--- src/rtl/bist_response_analyzer.sv ---
// BIST response analyzer: compacts CUT responses into a MISR and checks the
// final signature and word count against golden values.
module bist_response_analyzer #(
    parameter int                 WIDTH         = 10,
    parameter logic [WIDTH-1:0]   POLY          = 10'h009,
    parameter logic [WIDTH-1:0]   GOLDEN        = 10'h000,
    parameter int                 PATTERN_COUNT = 1022,
    parameter int                 CNT_W         = 11
) (
    input  logic             clock,
    input  logic             reset,
    input  logic             start,
    input  logic             data_valid,
    input  logic [WIDTH-1:0] data_in,
    input  logic             complete_in,
    output logic [WIDTH-1:0] signature,
    output logic [CNT_W-1:0] word_count,
    output logic             busy,
    output logic             done,
    output logic             pass,
    output logic             fail
);

    typedef enum logic [1:0] {
        IDLE    = 2'd0,
        COMPACT = 2'd1,
        COMPARE = 2'd2,
        DONE    = 2'd3
    } state_t;

    state_t           state, state_next;
    logic [WIDTH-1:0] sig, sig_next, misr_next;
    logic [CNT_W-1:0] cnt, cnt_next, cnt_inc;
    logic             pass_q, pass_next;
    logic             fail_q, fail_next;
    logic             match;

    // Shift left, fold the outgoing MSB back through the polynomial, absorb the word.
    assign misr_next = ({sig[WIDTH-2:0], 1'b0} ^ (sig[WIDTH-1] ? POLY : '0)) ^ data_in;
    assign cnt_inc   = (cnt == '1) ? cnt : cnt + 1'b1;
    assign match     = (sig == GOLDEN) && (cnt == CNT_W'(PATTERN_COUNT));

    always_ff @(posedge clock or negedge reset) begin
        if (!reset) begin
            state  <= IDLE;
            sig    <= '0;
            cnt    <= '0;
            pass_q <= 1'b0;
            fail_q <= 1'b0;
        end else begin
            state  <= state_next;
            sig    <= sig_next;
            cnt    <= cnt_next;
            pass_q <= pass_next;
            fail_q <= fail_next;
        end
    end

    always_comb begin
        state_next = state;
        sig_next   = sig;
        cnt_next   = cnt;
        pass_next  = pass_q;
        fail_next  = fail_q;
        case (state)
            IDLE: begin
                if (start) begin
                    state_next = COMPACT;
                    sig_next   = '0;
                    cnt_next   = '0;
                end
            end
            COMPACT: begin
                // The word arriving alongside complete_in is still the last one to count.
                if (data_valid) begin
                    sig_next = misr_next;
                    cnt_next = cnt_inc;
                end
                if (complete_in) state_next = COMPARE;
            end
            COMPARE: begin
                pass_next  = match;
                fail_next  = !match;
                state_next = DONE;
            end
            DONE: begin
                if (start) begin
                    state_next = COMPACT;
                    sig_next   = '0;
                    cnt_next   = '0;
                    pass_next  = 1'b0;
                    fail_next  = 1'b0;
                end
            end
            default: state_next = IDLE;
        endcase
    end

    assign signature  = sig;
    assign word_count = cnt;
    assign busy       = (state == COMPACT) || (state == COMPARE);
    assign done       = (state == DONE);
    assign pass       = pass_q;
    assign fail       = fail_q;

endmodule

--- config.mk ---
export PLATFORM = sky130hd
export DESIGN_NAME = bist_response_analyzer
export DESIGN_NICKNAME = d
export VERILOG_FILES = /design/src/rtl/bist_response_analyzer.sv
export SDC_FILE = /design/constraint.sdc
export NUM_CORES = 1
export LEC_CHECK = 0
export BUFFER_PORTS_ARGS = -buffer_cell sky130_fd_sc_hd__buf_2
export CAP_MARGIN = 15
export CORE_ASPECT_RATIO = 0.9
export CORE_MARGIN = 2
export CORE_UTILIZATION = 35
export CTS_CLUSTER_DIAMETER = 40
export DETAILED_ROUTE_END_ITERATION = 6
export PLACE_DENSITY = 0.67
export RECOVER_POWER = 25
export SETUP_SLACK_MARGIN = 0.1
export SYNTH_ARGS = -nofsm -noshare
export SYNTH_HDL_FRONTEND = slang
export SYNTH_SLANG_ARGS = --single-unit
--- constraint.sdc ---
create_clock -name clock -period 3.2 [get_ports clock]
set_clock_uncertainty 0.1 [all_clocks]
set_input_delay 0.32 -clock clock [delete_from_list [all_inputs] [get_ports clock]]
set_output_delay 0.32 -clock clock [all_outputs]
set_load 0.05 [all_outputs]
# [Yosys cells after proc, flatten, opt, wreduce, memory -nomap -nowiden]
# Index checks and enable logic that the tools add are counted.
[totals] rom_bits=0 inputBits=15 memories=0 output_inout_bits=25 mem_bits_rw=0 latchBits=0 word_cells=44 register_bits=25
[classes] shift=0 eq_ne=10 muxes=14 n_reduce_logical=12 order_cmp=0 n_bitwise=2 add_sub_neg=1 multipliers=0 div=0
[ops] op="two-way mux 11 bit" n=3
[ops] op="case mux 11 bit (2 select lines)" n=1
[ops] op="two-way mux 10 bit" n=2
[ops] op="case mux 10 bit (2 select lines)" n=1
[ops] op="adder 11 x 1 -> 11 bit, second input constant" n=1
[ops] op="equality test 11 x 10 -> 1 bit, second input constant" n=1
[ops] op="equality test 11 bit, second input constant" n=1
[ops] op="zero test 10 bit" n=1
[ops] op="XOR 10 bit" n=1
[ops] op="XOR 10 x 4 -> 10 bit" n=1
[ops] op="!= test 2 bit, second input constant" n=4
[ops] op="case mux 2 bit (3 select lines)" n=1
[ops] op="equality test 2 bit, second input constant" n=2
[ops] op="two-way mux 2 bit" n=2
[ops] op="two-way mux 4 bit" n=1
[ops] op="case mux 1 bit (2 select lines)" n=2
[ops] op="AND reduction 2 bit" n=2
[ops] op="AND reduction 4 bit" n=1
[ops] op="nonzero test 2 bit" n=2
[ops] op="AND reduction 3 bit" n=1
[ops] op="equality test 2 x 1 -> 1 bit, second input constant" n=1
[ops] op="zero test 2 bit" n=1
[ops] op="!= test 2 x 1 -> 1 bit, second input constant" n=1
[ops] op="OR reduction 2 bit" n=1
[ops] op="other kinds (4)" n=4

# [Logic depth before layout (Yosys ltp)]
# Gate-level depths: netlist (run 1).
[depth] word_depth=5 mapped_depth=9 ltp_nobuf=6

# [Worst setup path before layout (run 1)]
# No wires, ideal clock.
[synth_path] path_kind="register to register" start="register state[0]" end="register cnt[8] (netlist: word_count[8])" stages_incl_launch_ff=10 synth_period_minus_slack_ps=2299 slack_ps=901 required_ps=2974 setup_time_ps=126 path_buffers=3 arrival_time_ps=2073 path_cell_list="dfrtp_1 -> inv_1 -> ha_1 -> buf_2 -> nor2b_1 -> or2_0 -> buf_2 -> or2_1 -> buf_6 -> a221o_1"
[synth_between] elab_chain_len=4 elab_cells_between_ends=10 cone_classes="eq/ne: 5; mux: 1; reduce/logical: 4"
[synth_lines] element="start, declared" line_no="31" text="state_t state, state_next;"
[synth_lines] element="start signal, assigned" line_no="51" text="state <= state_next;"
[synth_lines] element="equality test 2 bit / zero test 2 bit (equally long branches)" line_no="65" text="case (state)"
[synth_lines] element="OR reduction 2 bit (no line)"
[synth_lines] element="!= test 2 x 1 -> 1 bit (no line) / nonzero test 2 bit (equally long branches)"
[synth_lines] element="AND reduction 4 bit (no line)"
[synth_lines] element="end signal, assigned" line_no="53" text="cnt <= cnt_next;"
[synth_lines] element="end, declared" line_no="33" text="logic [CNT_W-1:0] cnt, cnt_next, cnt_inc;"
# Parallel ways exist; a longest one is shown, timed or not.
# A chain may end at the register's enable or synchronous reset.

# [Worst setup path in the final report (run 1)]
[layout_path] start="register cnt[0] (netlist: word_count[0])" end="register cnt[6] (netlist: word_count[6])"
[layout_between] elab_chain_len=4 elab_cells_between_ends=7 cone_classes="add/sub: 1; eq/ne: 2; mux: 3; reduce/logical: 1"
[layout_lines] element="adder 11 x 1 -> 11 bit" line_no="40" text="assign cnt_inc = (cnt == '1) ? cnt : cnt + 1'b1;"
[layout_lines] element="two-way mux 11 bit" line_no="40"
[layout_lines] element="two-way mux 11 bit" line_no="75" text="if (data_valid) begin"
[layout_lines] element="case mux 11 bit (2 select lines)" line_no="65"
# Parallel ways exist; a longest one is shown, timed or not. The select of a mux whose other input is x is not followed.

==> Flow_metrics.wiki, run 1 <==
{| class="wikitable"
! Metric !! Value
|-
| Static Leakage || 0.000794 uW
|-
| Filler cell count || 395
|-
| Highest cell delay on the worst timing path || 0.83 ns
|-
| Port-buffer cells || 39
|-
| Register bit count reported by yosys || 25
|-
| Area of the mapped netlist || 0.00141 mm2
|-
| Maximum level of the CTS H-tree || 1
|-
| TritonCTS buffer count || 3
|-
| Horizontal die dimension || 70.9 um
|-
| Overall die area || 0.00455 mm2
|-
| Maximum number of pins on one net before global-route repair || 26
|-
| Detailed placer's ending HPWL || 2400 um
|-
| Ys async rst share || 100%
|-
| Synth area leader || sky130_fd_sc_hd__dfrtp_1
|-
| Number of buffers between clock root and the deepest sink || 2
|-
| Path class of the lowest-slack min-delay path || in -> reg
|-
| Floorplan Core Area || 0.00378 mm2
|-
| Drt initial violations || 79
|-
| Setup repair bufs after CTS || 0
|-
| Initial standard-cell utilization of the core || 37.2%
|-
| Share of the clock period used by the worst path || 78.2%
|-
| Area delta synth->final || 20.2%
|-
| Syn_nets || 171
|-
| Clock latency reported for the late side of the worst-skew pair || 0.27 ns
|-
| Clk sinks || 25
|-
| Yosys top cell area share || 44.4%
|-
| Kind of end point of the critical path || flip-flop
|-
| Fin. max-slew vios || 0
|-
| Final critical-path required period || 2.50 ns
|-
| WP data arrival || 2.54 ns
|-
| Leading post-synthesis cells by cell area || sky130_fd_sc_hd__dfrtp_1, sky130_fd_sc_hd__xnor2_1, sky130_fd_sc_hd__ha_1
|-
| Type of the setup path with the least slack || reg -> reg
|-
| Share of post-route cells with drive strength above 1 || 24.9%
|-
| Distinct cell type count after synthesis || 34
|-
| Cells traversed along the worst timing path || ha_1, nand3_1, nor4_1, or2_1, o211ai_1
|-
| Commonest cells post-synth || sky130_fd_sc_hd__dfrtp_1, sky130_fd_sc_hd__nand2_1, sky130_fd_sc_hd__o21ai_0
|-
| Count of flip-flops with a built-in enable after synthesis || 0
|-
| Number of antenna violations at the first check in global routing || 0
|-
| Clock-pin slew on the worst setup and hold paths || 0.08 ns
|-
| Worst r2r path cells || 5
|-
| Final layout net count || 211
|-
| Master cell of the clock root buffer || sky130_fd_sc_hd__clkbuf_8
|-
| Die Height || 64.2 um
|-
| Vias after detailed routing || 1251
|-
| Number of endpoints failing setup at the final stage || 0
|-
| Number of gates on the worst path with buffers counted || 5
|-
| Aggregate negative setup slack || 0 ns
|-
| DR vias/cell || 5.32
|-
| Max Clk Rate || 0.400 GHz
|-
| Wire length of the first global-routing pass || 5590 um
|-
| Critical path's slowest cell || sky130_fd_sc_hd__nor4_1
|-
| Pwr Density || 1160 mW/mm2
|-
| Via count of the first global-routing pass || 1155
|-
| Hold Path Stages || 3
|-
| Worst endpoint required time || 3.24 ns
|-
| Final Total Pwr || 1960 uW
|-
| FP Rows || 21
|-
| Sequential fraction of the synthesis area || 44.4%
|-
| Setup repair after global routing missed its margin || false
|-
| Category of the worst setup path launch point || flip-flop
|-
| Measured slew at the worst slew-check pin || 1.32 ns
|-
| Wirelength per Cell || 13.9 um
|-
| Avg Synthesized Cell Area || 9.39 um2
|-
| Worst relative slew slack || 12.0%
|-
| Global-route usage over all layers || 15.5%
|-
| Final Hold Vio Count || 0
|-
| GPL Wtd Cong || 0.846
|-
| Final wirelength || 3280 um
|-
| ANT nets after route || 0
|-
| Outcome || finished clean
|-
| CTS tree || yes
|-
| Maximum VDD drop || 0.432 mV
|-
| Number of iterations in the first detailed-routing pass || 4
|-
| Maximum fanout along the worst path || 9
|-
| Number of remaining DRC errors || 0
|-
| Main synth FF type || sky130_fd_sc_hd__dfrtp_1
|-
| Total global routing overflow || 0
|-
| Number of warnings reported in the yosys synthesis log || 0
|-
| Number of cells produced by synthesis || 150
|-
| I/O Pins || 40
|-
| # diodes || 0
|-
| Crit path max-delay family || simple AND/OR/NAND/NOR gates
|-
| Worst path bufs/invs || 0
|-
| Library cell with the highest instance count after synthesis || sky130_fd_sc_hd__dfrtp_1
|-
| Number of max-cap violations || 0
|}
==> worst register-to-register path, delay by kind of cell (launching register included) <==
kind	cells	cell delay, ns
AOI/OAI and AO/OA	1	0.16
adders and majority gates	1	0.22
DFF	1	0.46
and+or+nand+nor	3	1.44
==> what timing repair did <==
action	CTS	global route
hold buffers	1	0
hold endpoints to repair	25	0
gates resized for setup	0	0
==> final timing paths <==
path | startpoint | end | slack, ns
worst min-delay path | data_in[1] | signature[1]$_DFFE_PN0P_ | 0.23
min in group asynchronous | reset | word_count[6]$_DFFE_PN0P_ | 0.76
max in group asynchronous | reset | signature[5]$_DFFE_PN0P_ | 1.46
worst max-delay path | word_count[0]$_DFFE_PN0P_ | word_count[6]$_DFFE_PN0P_ | 0.70
worst min register to register | pass$_DFFE_PN0P_ | pass$_DFFE_PN0P_ | 0.43
worst max register to register | word_count[0]$_DFFE_PN0P_ | word_count[6]$_DFFE_PN0P_ | 0.70
==> where the power goes <==
part | internal [uW] | switching, uW | total, uW | leakage (uW)
clock network | 87.1 | 96.4 | 183 | 0.0000255
registers | 432 | 163 | 594 | 0.000331
logic | 333 | 852 | 1190 | 0.000437
total | 852 | 1110 | 1960 | 0.000794
==> area by class of cell <==
type	instances	area [um2]	area share, %
multi-input combinational	112	722	42.6
timing repair buffer	42	219	12.9
clock buffer	3	41.3	2.44
sequential	25	626	37.0
inverter	6	22.5	1.33
tap	46	57.6	3.40
clock inverter	1	5.00	0.296
==> routing by layer <==
| metal | vias to the layer above | wire length, um | GRT usage (%) |
|---|---|---|---|
| li1 | 619 | - | - |
| met2 | 25 | 1500 | 24.6 |
| met4 | 0 | 30 | 4.25 |
| met3 | 4 | 134 | 3.79 |
| met5 | - | 0 | 0 |
| met1 | 603 | 1610 | 20.9 |
==> kinds of logic after synthesis <==
kind of cell             Yosys count  share of synthesized area [%]
multiplexers                       3                           2.13
AND/OR/NAND/NOR                   59                           22.0
XOR/XNOR                          11                           6.84
adder cells (fa/ha/maj)            6                           5.33
AO/OA/AOI/OAI                     33                           14.9
flip-flops                        25                           44.4
buffers and inverters             13                           4.35
==> sequential cells by signal (all words and copies together) (netlist names) <==
register    cells
word_count     11
signature      10
state           2
fail            1
pass            1
==> placed cells by master, fill, tap and decap left out <==
master / netlist / final
sky130_fd_sc_hd__a31o_2: 1 / 1
sky130_fd_sc_hd__clkinv_2: 0 / 1
sky130_fd_sc_hd__or4_1: 1 / 1
sky130_fd_sc_hd__and3_1: 2 / 2
sky130_fd_sc_hd__xnor2_1: 10 / 10
sky130_fd_sc_hd__or2_2: 2 / 2
sky130_fd_sc_hd__nor2b_1: 4 / 4
sky130_fd_sc_hd__ha_1: 6 / 6
sky130_fd_sc_hd__xor2_1: 1 / 1
sky130_fd_sc_hd__a211o_1: 2 / 2
sky130_fd_sc_hd__clkbuf_1: 2 / 1
sky130_fd_sc_hd__a221o_1: 2 / 2
sky130_fd_sc_hd__buf_4: 0 / 2
sky130_fd_sc_hd__nand4_1: 4 / 4
sky130_fd_sc_hd__buf_2: 4 / 38
sky130_fd_sc_hd__nor3b_1: 1 / 1
sky130_fd_sc_hd__o41ai_1: 1 / 1
sky130_fd_sc_hd__dfrtp_1: 25 / 25
sky130_fd_sc_hd__o22ai_1: 1 / 1
sky130_fd_sc_hd__nand3_1: 6 / 6
sky130_fd_sc_hd__o21ai_0: 15 / 15
sky130_fd_sc_hd__dlygate4sd3_1: 0 / 1
sky130_fd_sc_hd__clkbuf_8: 0 / 3
sky130_fd_sc_hd__nor2_1: 6 / 6
sky130_fd_sc_hd__a21oi_1: 5 / 5
sky130_fd_sc_hd__inv_1: 6 / 6
sky130_fd_sc_hd__nor4b_1: 2 / 2
sky130_fd_sc_hd__or2_1: 1 / 1
sky130_fd_sc_hd__nor3_1: 5 / 5
sky130_fd_sc_hd__or2_0: 1 / 1
sky130_fd_sc_hd__o31ai_1: 1 / 1
sky130_fd_sc_hd__mux2i_1: 3 / 3
sky130_fd_sc_hd__o211ai_1: 2 / 2
sky130_fd_sc_hd__nand2b_1: 1 / 1
sky130_fd_sc_hd__nand2_1: 15 / 15
sky130_fd_sc_hd__nor4_1: 8 / 8
sky130_fd_sc_hd__o2bb2ai_1: 3 / 3
==> stage by stage <==
step / instance area [um2] / util, % / hold WS, ns / instances / setup WS [ns]
6_report: 1690 / 44.7 / 0.231 / 235 / 0.697
5_1_grt: 1690 / 44.7 / 0.225 / 235 / 0.443
4_1_cts: 1690 / 44.8 / 0.225 / 235 / 0.703
3_5_place_dp: 1640 / 43.3 / 0.243 / 230 / 0.719
3_3_place_gp: 1640 / 43.3 / 0.245 / 230 / 0.803
2_1_floorplan: 1410 / - / -0.0756 / 150 / 0.901
Note: power is estimated with default switching activity, not from simulation.
==> run 2, diff against run 1 <==
==> constraint.sdc (replaced) <==
create_clock -name clock -period 2.55 [get_ports clock]
set_clock_uncertainty 0.1 [all_clocks]
set_input_delay 0.255 -clock clock [delete_from_list [all_inputs] [get_ports clock]]
set_output_delay 0.255 -clock clock [all_outputs]
set_load 0.05 [all_outputs]
==> run 2 against run 1 <==
Effect of this change:
- critical path depth is 2 higher
- register-to-register slack got worse by 0.41 ns
- power rose by 28%
- setup slack worse by 0.41 ns
- sequential power up 26%
- via count fell by 1.5%
- final cell count up 1.3%
- flip-flop and latch count did not move
- global-route usage shrank 0.72 points
- critical endpoint is now word_count[8]$_DFFE_PN0P_
- highest routed layer unchanged
==> Flow_metrics.wiki, run 2 (synthesis gave the netlist of run 1 again) <==
{| class="wikitable"
! Metric !! Value
|-
| Commonest non-fill, non-tap cell in the layout || sky130_fd_sc_hd__buf_2 (unchanged)
|-
| Maximum number of pins on one net before global-route repair || 26 (unchanged)
|-
| Port-buffer cells || 39 (unchanged)
|-
| Worst endpoint required time || 2.61 ns (was 3.24 ns)
|-
| GPL Wtd Cong || 0.831 (was 0.846)
|-
| Final Hold Vio Count || 0 (unchanged)
|-
| Via count of the first global-routing pass || 1149 (was 1155)
|-
| Aggregate negative setup slack || 0 ns (unchanged)
|-
| Clock-pin slew on the worst setup and hold paths || 0.09 ns (was 0.08 ns)
|-
| Number of iterations in the first detailed-routing pass || 4 (unchanged)
|-
| Die Height || 64.2 um (unchanged)
|-
| Number of remaining DRC errors || 0 (unchanged)
|-
| # diodes || 0 (unchanged)
|-
| Most frequent cells in the layout || sky130_fd_sc_hd__buf_2, sky130_fd_sc_hd__dfrtp_1, sky130_fd_sc_hd__nand2_1, sky130_fd_sc_hd__o21ai_0, sky130_fd_sc_hd__xnor2_1 (unchanged)
|-
| Drt initial violations || 143 (was 79)
|-
| Fin. max-slew vios || 0 (unchanged)
|-
| Share of the clock period used by the worst path || 88.8% (was 78.2%)
|-
| Pwr Density || 1460 mW/mm2 (was 1160 mW/mm2)
|-
| WP data arrival || 2.33 ns (was 2.54 ns)
|-
| Static Leakage || 0.000809 uW (was 0.000794 uW)
|-
| Final layout net count || 214 (was 211)
|-
| Path class of the lowest-slack min-delay path || in -> reg (unchanged)
|-
| TritonCTS buffer count || 3 (unchanged)
|-
| Clk sinks || 25 (unchanged)
|-
| Number of buffers between clock root and the deepest sink || 2 (unchanged)
|-
| Share of post-route cells with drive strength above 1 || 26.0% (was 24.9%)
|-
| DR vias/cell || 5.18 (was 5.32)
|-
| Maximum VDD drop || 0.453 mV (was 0.432 mV)
|-
| Vias after detailed routing || 1232 (was 1251)
|-
| ANT nets after route || 0 (unchanged)
|-
| Total global routing overflow || 0 (unchanged)
|-
| Measured slew at the worst slew-check pin || 1.35 ns (was 1.32 ns)
|-
| Outcome || finished clean (unchanged)
|-
| Area delta synth->final || 21.8% (was 20.2%)
|-
| Overall die area || 0.00455 mm2 (unchanged)
|-
| FP Rows || 21 (unchanged)
|-
| Detailed placer's ending HPWL || 2380 um (was 2400 um)
|-
| Category of the worst setup path launch point || flip-flop (unchanged)
|-
| Smallest hold slack || 0.166 ns (was 0.231 ns)
|-
| Wire length of the first global-routing pass || 5350 um (was 5590 um)
|-
| Maximum level of the CTS H-tree || 1 (unchanged)
|-
| Internal Dissipation || 1100 uW (was 852 uW)
|-
| Clock latency reported for the late side of the worst-skew pair || 0.27 ns (about the same)
|-
| Max reg flops || 11 (unchanged)
|-
| Global-route usage over all layers || 14.7% (was 15.5%)
|-
| Switching power || 1410 uW (was 1110 uW)
|-
| Initial standard-cell utilization of the core || 37.2% (unchanged)
|-
| Number of instances resized during post-cts repair || 0 (unchanged)
|-
| Max Clk Rate || 0.442 GHz (was 0.400 GHz)
|-
| Seq pwr share || 29.8% (was 30.3%)
|-
| Setup repair after global routing missed its margin || false (unchanged)
|-
| CTS tree || yes (unchanged)
|-
| Final wirelength || 3220 um (was 3280 um)
|-
| Worst relative slew slack || 9.93% (was 12.0%)
|-
| Wirelength per Cell || 13.5 um (was 13.9 um)
|-
| Kind of end point of the critical path || flip-flop (unchanged)
|-
| Clock power frac || 9.5% (was 9.3%)
|-
| Master cell of the clock root buffer || sky130_fd_sc_hd__clkbuf_8 (unchanged)
|-
| Floorplan Core Area || 0.00378 mm2 (unchanged)
|-
| I/O Pins || 40 (unchanged)
|-
| Final critical-path required period || 2.26 ns (was 2.50 ns)
|-
| Maximum fanout along the worst path || 11 (was 9)
|-
| Horizontal die dimension || 70.9 um (unchanged)
|-
| Number of endpoints failing setup at the final stage || 0 (unchanged)
|-
| Type of the setup path with the least slack || reg -> reg (unchanged)
|-
| Combinational cell fraction of total power || 60.8% (was 60.4%)
|-
| Sw frac || 56.1% (was 56.6%)
|-
| Number of max-cap violations || 0 (unchanged)
|-
| Number of antenna violations at the first check in global routing || 0 (unchanged)
|}
run 2: stage by stage:
stage               std cells  setup slack (ns)  utilization (%)  power (uW)  instance area [um2]
global placement          233             0.359             43.9        2270                 1660
floorplan                 150             0.251                -        1890                 1410
global route              238             0.163             45.3        2680                 1720
finish                    238             0.287             45.3        2510                 1720
CTS                       238             0.308             45.4        2520                 1720
detailed placement        233             0.321             43.9        2270                 1660
run 2: layout make-up:
type,instances,area (um2)
Clock buffer,3,41.3
Clock inverter,1,5.00
Fill cell,388,2070
Inverter,6,22.5
Multi-Input combinational cell,112,722
Sequential cell,25,626
Tap cell,46,57.6
Timing Repair Buffer,45,241
run 2: timing repair:
item                      in CTS  in global routing
hold buffers                   1                  0
setup buffers                  0                  0
hold endpoints to repair      25                  0
run 2: worst max-delay path: stages, from the launching register on:
cell	delay [ns]
sky130_fd_sc_hd__dfrtp_1	0.43
sky130_fd_sc_hd__inv_1	0.06
sky130_fd_sc_hd__ha_1	0.31
sky130_fd_sc_hd__buf_4	0.18
sky130_fd_sc_hd__mux2i_1	0.09
sky130_fd_sc_hd__or2_0	0.22
sky130_fd_sc_hd__or2_1	0.37
sky130_fd_sc_hd__a221o_1	0.38
run 2: power by group through the flow:
stage	logic, uW	clock network, uW	registers, uW
6_report	1520	238	746
5_1_grt	1640	257	777
4_1_cts	1530	244	747
3_5_place_dp	1520	0	754
3_3_place_gp	1510	0	752
2_1_floorplan	753	0	1140
run 2: final timing paths:
| check | start | slack, ns | cells past startpoint | to |
|---|---|---|---|---|
| setup / recovery | state[0]$_DFFE_PN0P_ | 0.29 | 7 | word_count[8]$_DFFE_PN0P_ |
| hold reg to reg | pass$_DFFE_PN0P_ | 0.44 | 1 | pass$_DFFE_PN0P_ |
| max in group asynchronous | reset | 0.85 | 2 | word_count[2]$_DFFE_PN0P_ |
| hold / removal | data_in[6] | 0.17 | 3 | signature[6]$_DFFE_PN0P_ |
| min in group asynchronous | reset | 0.71 | 2 | word_count[5]$_DFFE_PN0P_ |
| setup reg to reg | state[0]$_DFFE_PN0P_ | 0.29 | 7 | word_count[8]$_DFFE_PN0P_ |
run 2: layer usage:
layer	up-vias	track usage, %	part of all wire, %
met5	-	0	0
met2	24	23.6	46
met1	579	19.7	49
met4	0	4.01	0.53
met3	2	3.79	4.2
li1	627	-	-
